**src/rtl/mips_pkg.sv**
```systemverilog
// Shared definitions for the MIPS32 multi-cycle controller: FSM states,
// opcode values and the mux-select encodings driven onto the datapath.
package mips_pkg;

    typedef enum logic [3:0] {
        ST_FETCH  = 4'd0,
        ST_DECODE = 4'd1,
        ST_MEMADR = 4'd2,
        ST_MEMRD  = 4'd3,
        ST_MEMWB  = 4'd4,
        ST_MEMWR  = 4'd5,
        ST_EXEC   = 4'd6,
        ST_ALUWB  = 4'd7,
        ST_BRANCH = 4'd8,
        ST_JUMP   = 4'd9,
        ST_IEXEC  = 4'd10,
        ST_IWB    = 4'd11
    } state_t;

    localparam logic [5:0] OP_RTYPE = 6'b000000;
    localparam logic [5:0] OP_LW    = 6'b100011;
    localparam logic [5:0] OP_SW    = 6'b101011;
    localparam logic [5:0] OP_BEQ   = 6'b000100;
    localparam logic [5:0] OP_BNE   = 6'b000101;
    localparam logic [5:0] OP_J     = 6'b000010;
    localparam logic [5:0] OP_ADDI  = 6'b001000;

    localparam logic [1:0] ALUOP_ADD   = 2'd0;
    localparam logic [1:0] ALUOP_SUB   = 2'd1;
    localparam logic [1:0] ALUOP_FUNCT = 2'd2;

    localparam logic [1:0] SRCB_RT      = 2'd0;
    localparam logic [1:0] SRCB_FOUR    = 2'd1;
    localparam logic [1:0] SRCB_IMM     = 2'd2;
    localparam logic [1:0] SRCB_IMM_SH2 = 2'd3;

    localparam logic [1:0] PCSRC_ALU    = 2'd0;
    localparam logic [1:0] PCSRC_ALUOUT = 2'd1;
    localparam logic [1:0] PCSRC_JUMP   = 2'd2;

    // States that hold a request on the memory port and wait for mem_ready.
    function automatic logic is_mem_state(state_t s);
        return (s == ST_FETCH) || (s == ST_MEMRD) || (s == ST_MEMWR);
    endfunction

endpackage

```
**src/rtl/mips_mc_watchdog.sv**
```systemverilog
// Memory-wait watchdog: counts consecutive stalled cycles in a memory state
// and flags a timeout once the count reaches WAIT_MAX (0 disables it).
module mips_mc_watchdog #(
    parameter int WAIT_MAX = 255
) (
    input  logic clk,
    input  logic rst,
    input  logic active,
    input  logic mem_ready,
    output logic timeout
);

    localparam int CW = (WAIT_MAX > 1) ? $clog2(WAIT_MAX + 1) : 1;
    localparam logic [CW-1:0] LIMIT = CW'(WAIT_MAX);

    logic [CW-1:0] wait_cnt;

    assign timeout = (WAIT_MAX != 0) && active && !mem_ready && (wait_cnt == LIMIT);

    // Leaving a memory state always passes through mem_ready=1 or a
    // non-memory state, so clearing on those covers every state change.
    always_ff @(posedge clk or negedge rst) begin
        if (!rst) begin
            wait_cnt <= '0;
        end else if (active && !mem_ready && !timeout) begin
            wait_cnt <= wait_cnt + CW'(1);
        end else begin
            wait_cnt <= '0;
        end
    end

endmodule

```
**src/rtl/mips_mc_ctrl.sv**
```systemverilog
// Multi-cycle MIPS32 control sequencer with memory-stall watchdog.
// Optional performance counters are enabled with `define MIPS_MC_PERF_EN.
module mips_mc_ctrl
    import mips_pkg::*;
#(
    parameter int WAIT_MAX = 255,
    parameter int PERF_W   = 32
) (
    input  logic       clk,
    input  logic       rst,
    input  logic [5:0] opcode,
    input  logic       mem_ready,
    output logic       PCWrite,
    output logic       PCWriteCond,
    output logic       BranchNe,
    output logic       IorD,
    output logic       MemRead,
    output logic       MemWrite,
    output logic       IRWrite,
    output logic       MemtoReg,
    output logic       RegDst,
    output logic       RegWrite,
    output logic       ALUSrcA,
    output logic [1:0] ALUSrcB,
    output logic [1:0] ALUOp,
    output logic [1:0] PCSource,
    output logic [3:0] state_o,
    output logic       illegal_op,
    output logic       mem_timeout
`ifdef MIPS_MC_PERF_EN
    ,
    output logic [PERF_W-1:0] cycle_cnt,
    output logic [PERF_W-1:0] instr_cnt
`endif
);

    state_t state, next_state;
    logic   timeout;

    mips_mc_watchdog #(.WAIT_MAX(WAIT_MAX)) u_watchdog (
        .clk       (clk),
        .rst       (rst),
        .active    (is_mem_state(state)),
        .mem_ready (mem_ready),
        .timeout   (timeout)
    );

    always_ff @(posedge clk or negedge rst) begin
        if (!rst) begin
            state <= ST_FETCH;
        end else begin
            state <= next_state;
        end
    end

    // Decoding is skipped entirely while rst is low so every strobe reads 0.
    always_comb begin
        next_state  = state;
        PCWrite     = 1'b0;
        PCWriteCond = 1'b0;
        BranchNe    = 1'b0;
        IorD        = 1'b0;
        MemRead     = 1'b0;
        MemWrite    = 1'b0;
        IRWrite     = 1'b0;
        MemtoReg    = 1'b0;
        RegDst      = 1'b0;
        RegWrite    = 1'b0;
        ALUSrcA     = 1'b0;
        ALUSrcB     = SRCB_RT;
        ALUOp       = ALUOP_ADD;
        PCSource    = PCSRC_ALU;
        state_o     = 4'd0;
        illegal_op  = 1'b0;
        mem_timeout = 1'b0;
        if (rst) begin
            state_o = state;
            case (state)
                ST_FETCH: begin
                    MemRead = 1'b1;
                    ALUSrcB = SRCB_FOUR;
                    IRWrite = mem_ready;
                    PCWrite = mem_ready;
                    if (mem_ready) next_state = ST_DECODE;
                end
                ST_DECODE: begin
                    ALUSrcB = SRCB_IMM_SH2;
                    case (opcode)
                        OP_LW, OP_SW:    next_state = ST_MEMADR;
                        OP_RTYPE:        next_state = ST_EXEC;
                        OP_BEQ, OP_BNE:  next_state = ST_BRANCH;
                        OP_J:            next_state = ST_JUMP;
                        OP_ADDI:         next_state = ST_IEXEC;
                        default: begin
                            illegal_op = 1'b1;
                            next_state = ST_FETCH;
                        end
                    endcase
                end
                ST_MEMADR: begin
                    ALUSrcA    = 1'b1;
                    ALUSrcB    = SRCB_IMM;
                    next_state = (opcode == OP_SW) ? ST_MEMWR : ST_MEMRD;
                end
                ST_MEMRD: begin
                    MemRead = 1'b1;
                    IorD    = 1'b1;
                    if (mem_ready) next_state = ST_MEMWB;
                end
                ST_MEMWB: begin
                    RegWrite   = 1'b1;
                    MemtoReg   = 1'b1;
                    next_state = ST_FETCH;
                end
                ST_MEMWR: begin
                    MemWrite = 1'b1;
                    IorD     = 1'b1;
                    if (mem_ready) next_state = ST_FETCH;
                end
                ST_EXEC: begin
                    ALUSrcA    = 1'b1;
                    ALUOp      = ALUOP_FUNCT;
                    next_state = ST_ALUWB;
                end
                ST_ALUWB: begin
                    RegWrite   = 1'b1;
                    RegDst     = 1'b1;
                    next_state = ST_FETCH;
                end
                ST_BRANCH: begin
                    ALUSrcA     = 1'b1;
                    ALUOp       = ALUOP_SUB;
                    PCWriteCond = 1'b1;
                    PCSource    = PCSRC_ALUOUT;
                    BranchNe    = opcode[0];
                    next_state  = ST_FETCH;
                end
                ST_JUMP: begin
                    PCWrite    = 1'b1;
                    PCSource   = PCSRC_JUMP;
                    next_state = ST_FETCH;
                end
                ST_IEXEC: begin
                    ALUSrcA    = 1'b1;
                    ALUSrcB    = SRCB_IMM;
                    next_state = ST_IWB;
                end
                ST_IWB: begin
                    RegWrite   = 1'b1;
                    next_state = ST_FETCH;
                end
                default: next_state = ST_FETCH;
            endcase
            // An aborted access suppresses all strobes; FETCH keeps PC so it refetches.
            if (timeout) begin
                MemRead     = 1'b0;
                MemWrite    = 1'b0;
                IRWrite     = 1'b0;
                PCWrite     = 1'b0;
                RegWrite    = 1'b0;
                mem_timeout = 1'b1;
                next_state  = ST_FETCH;
            end
        end
    end

`ifdef MIPS_MC_PERF_EN
    logic instr_done;

    assign instr_done = (state == ST_MEMWB) || (state == ST_ALUWB) ||
                        (state == ST_BRANCH) || (state == ST_JUMP) ||
                        (state == ST_IWB) || ((state == ST_MEMWR) && mem_ready);

    always_ff @(posedge clk or negedge rst) begin
        if (!rst) begin
            cycle_cnt <= '0;
            instr_cnt <= '0;
        end else begin
            cycle_cnt <= cycle_cnt + PERF_W'(1);
            if (instr_done) instr_cnt <= instr_cnt + PERF_W'(1);
        end
    end
`endif

endmodule

```
**config.mk**
```make
export PLATFORM = sky130hd
export DESIGN_NAME = mips_mc_ctrl
export DESIGN_NICKNAME = d
export VERILOG_FILES = /design/src/rtl/mips_pkg.sv /design/src/rtl/mips_mc_watchdog.sv /design/src/rtl/mips_mc_ctrl.sv
export SDC_FILE = /design/constraint.sdc
export NUM_CORES = 1
export LEC_CHECK = 0
export ABC_AREA = 1
export CAP_MARGIN = 20
export CORE_MARGIN = 2
export CORE_UTILIZATION = 48
export DETAILED_ROUTE_END_ITERATION = 10
export GPL_TIMING_DRIVEN = 0
export PLACE_DENSITY_LB_ADDON = 0.08
export RECOVER_POWER = 50
export SLEW_MARGIN = 25
export SYNTH_ARGS = -nofsm -noshare
export SYNTH_HDL_FRONTEND = slang
export SYNTH_HIERARCHICAL = 1
export SYNTH_SLANG_ARGS = --single-unit
```
**constraint.sdc**
```tcl
create_clock -name clk -period 2.44 [get_ports clk]
set_input_delay 0.488 -clock clk [delete_from_list [all_inputs] [get_ports clk]]
set_output_delay 0.488 -clock clk [all_outputs]
set_load 0.05 [all_outputs]
```
==> impl_metrics.csv <==
group,metric,value,unit
synth,synth_seq_cells,12,
setup_path,arrival,1.87,ns
sta,period_minus_slack,2.36,ns
pwr,switching_share,51.2,%
sta,worst_pin_slew,0.508,ns
cells_and_area,utilization,73.4,%
die,row_count,17,
drt,drt_iter0_markers,37,
cells_and_area,design_area,1640,um^2
sta,finalCritPeriodShare,96.7,%
cts,ctsHtreeMaxLevel,1,
cts,clock_path_buffers,2,
drt,drc,0,
sta,drv_slew,0,
drt,routed_wl,3.08,mm
die,initial_core_util,51.7,%
synth,async_flop_share,100,%
drt,drtAntennaViolNets,0,
drt,viasPerCell,4.98,
sta,setup_viol,0,
die,fp.dieW,53.0,um
grt,grt_start_max_net_pins,20,
drt,drt_first_pass_iters,4,
synth,synth_area_leaders,"dfrtp_1 26%, nand2_1 17%, inv_1 9.4%",
cts,cts_buffers,3,
pwr,powerDensity,774,nW/um^2
setup_path,worstReg2RegEnd,"state[1]",
grt,grt_pass1_wl,5.04,mm
cells_and_area,fin_nets,242,
cells_and_area,area_growth,42.2,%
synth,syn_nets,194,
synth,yosys_warnings,6,
setup_path,r2r_slack,0.66,ns
sta,maxSlewHeadroom,66.0,%
placement,place_area,1510,um^2
setup_path,worst_setup_path_start_kind,"flop",
sta,tns,0,ns
grt,first_global_vias,1195,
cts,cts_tree,"done",
pwr,power.switching,0.000650,W
pwr,ir_drop,0.506,mV
synth,ys_top_cells_by_count,"51 x nand2_1, 29 x inv_1, 28 x nor2_1",
pwr,power.share.sequential,20.9,%
cells_and_area,layout-drive-gt1-share,32.5,%
grt,grt_usage,24.3,%
grt,grt.overflow.total,0,
outcome,status,"complete, no violations",
synth,synth_top_cell_by_area,"dfrtp_1",
sta,finalWorstSetupSlack,0.0803,ns
die,die_height,53.0,um
sta,fmax,424,MHz
synth,ys_types,25,
placement,dpl.hpwl,2.23,mm
cells_and_area,antenna_cells,0,
synth,avgSynthCellArea,6.27,um^2
setup_path,crit_type,"flop to output pin",
setup_path,worstSetupEndpointType,"output pin",
cts,clk_latency,0.28,ns
cells_and_area,multi_input_area,743,um^2
grt,antenna_found_initial,0,
setup_path,reg2reg_depth,13,
pwr,p_int,0.000620,W
job,cap_viol_max_count,0,
pwr,pwr-share-comb,66.2,%
pwr,leakage,0.876,nW
hold_path,hold_class,"input pin to async pin",
placement,numPortBuffers,31,
synth,syn-instance-count,184,
cts,numClockSinks,12,
setup_path,crit_start,"state[0]",
pwr,share_clk_of_total_power,12.9,%
cells_and_area,fillerInstances,189,
die,core_area,2230,um^2
cts,cts-root-buf,"clkbuf_4",
setup_path,reg2reg_from,"state[0]",
sta,finalClockSkew,0.00275,ns
placement,gp_congestion,0.903,
synth,synth_edf_count,0,
synth,synth_most_common_cell,"nand2_1",
placement,dp_slack,-1.18,ns
setup_path,critPathMaxFanout,7,
setup_path,required,1.95,ns
drt,wl_per_cell,11.9,um
cts,clk_pin_slew,0.08,ns
synth,netlist_area,1150,um^2
die,die_area,2810,um^2
die,ioPinCount,32,
drt,vias,1291,
synth,synth_top_area_share,26.0,%
setup_path,endpoint,"PCWrite",
cts,hold_buffers,0,
synth,ys.flop_type,"dfrtp_1",
synth,synth_seq_area_share,26.0,%
sta,hold_viol,0,
cells_and_area,seq_area,304,um^2
kinds of logic (layout without fill, tap and decap cells):
logic type | after synthesis | after routing | share of synthesized area, %
adders and majority gates | 1 | 1 | 1.08
DFF | 12 | 12 | 26.0
xor gates and xnor gates | 2 | 2 | 1.52
buffers and inverters | 37 | 84 | 13.3
AOI/OAI and AO/OA | 11 | 11 | 6.18
and+or+nand+nor | 121 | 121 | 51.8
how the worst min path moves through the flow:
stage,from,to,slack [ns],depth (start not counted)
finish,rst,u_watchdog/wait_cnt[7],0.1,1
global route,rst,u_watchdog/wait_cnt[0],0.1,1
CTS,rst,state[0],0.12,1
detailed placement,u_watchdog/wait_cnt[0],u_watchdog/wait_cnt[0],0.48,1
global placement,u_watchdog/wait_cnt[0],u_watchdog/wait_cnt[0],0.47,1
floorplan,rst,state[0],0.19,0
sequential cells by signal, summed over array words and instances, names as in the netlist:
| name | flops |
|---|---|
| state | 4 |
| u_watchdog/wait_cnt | 8 |
through the flow:
stage,instances,total power (W),hold WS [ns]
after floorplan,184,0.000794,0.192
after global placement,243,0.000961,0.467
after detailed placement,243,0.000981,0.483
after CTS,249,0.00118,0.124
after global routing,259,0.00135,0.0956
final,259,0.00127,0.0961
repair_timing:
action	4_1_cts	5_1_grt
buffers inserted	2	10
pin swaps	3	4
resized for setup	73	25
setup endpoints to repair	23	14
worst max-delay path, cell delays in order, from the launching register on:
cell	delay, ns
dfrtp_1	0.38
buf_6	0.14
nand2_2	0.07
inv_2	0.05
nand2_4	0.06
nand2_2	0.06
nor2_4	0.09
inv_2	0.04
inv_2	0.07
nor3_4	0.05
nor2_2	0.15
inv_2	0.10
a21oi_2	0.12
buf_4	0.21
power by group through the flow:
| stage | Combinational [W] | Sequential (W) | Clock [W] |
|---|---|---|---|
| after floorplan | 0.000535 | 0.000259 | 0 |
| after global placement | 0.000696 | 0.000265 | 0 |
| after detailed placement | 0.000713 | 0.000268 | 0 |
| after CTS | 0.000742 | 0.000268 | 0.000172 |
| after global routing | 0.000908 | 0.000270 | 0.000175 |
| final | 0.000840 | 0.000266 | 0.000163 |
placed cells by master (no fill, tap or decap), types with 2 or more instances in the layout:
master,count
nand2_1,51
inv_1,25
nor2_1,24
buf_4,16
nand3_1,15
clkdlybuf4s50_1,11
inv_2,9
dfrtp_1,9
nand2_2,8
nor2_4,7
dlygate4sd2_1,7
buf_6,5
nor2_2,5
clkbuf_4,5
o21ai_0,3
a21oi_2,3
buf_2,3
dfrtp_2,3
nand2_4,2
nor3_4,2
nor3_1,2
a21oi_1,2
or2_1,2
cell type report:
type                    instances  share of cell area, %
plain buffers                   3                   1.60
clock buffers                   4                   2.21
inverters                      34                   7.78
multi-input cells             135                   45.3
flip-flops and latches         12                   18.5
well taps                      28                   2.14
repair buffers                 43                   22.4
per-layer routing:
layer  track usage [%]  share of wire, %  vias up  routed length, um
li1                  -                 -      653                  -
met1              29.8                44      596               1350
met2              43.1                51       40               1560
met3              5.93               5.3        2                163
met4              4.27              0.39        0                 12
met5                 0                 0        -                  0
(Power assumes the default switching activity.)
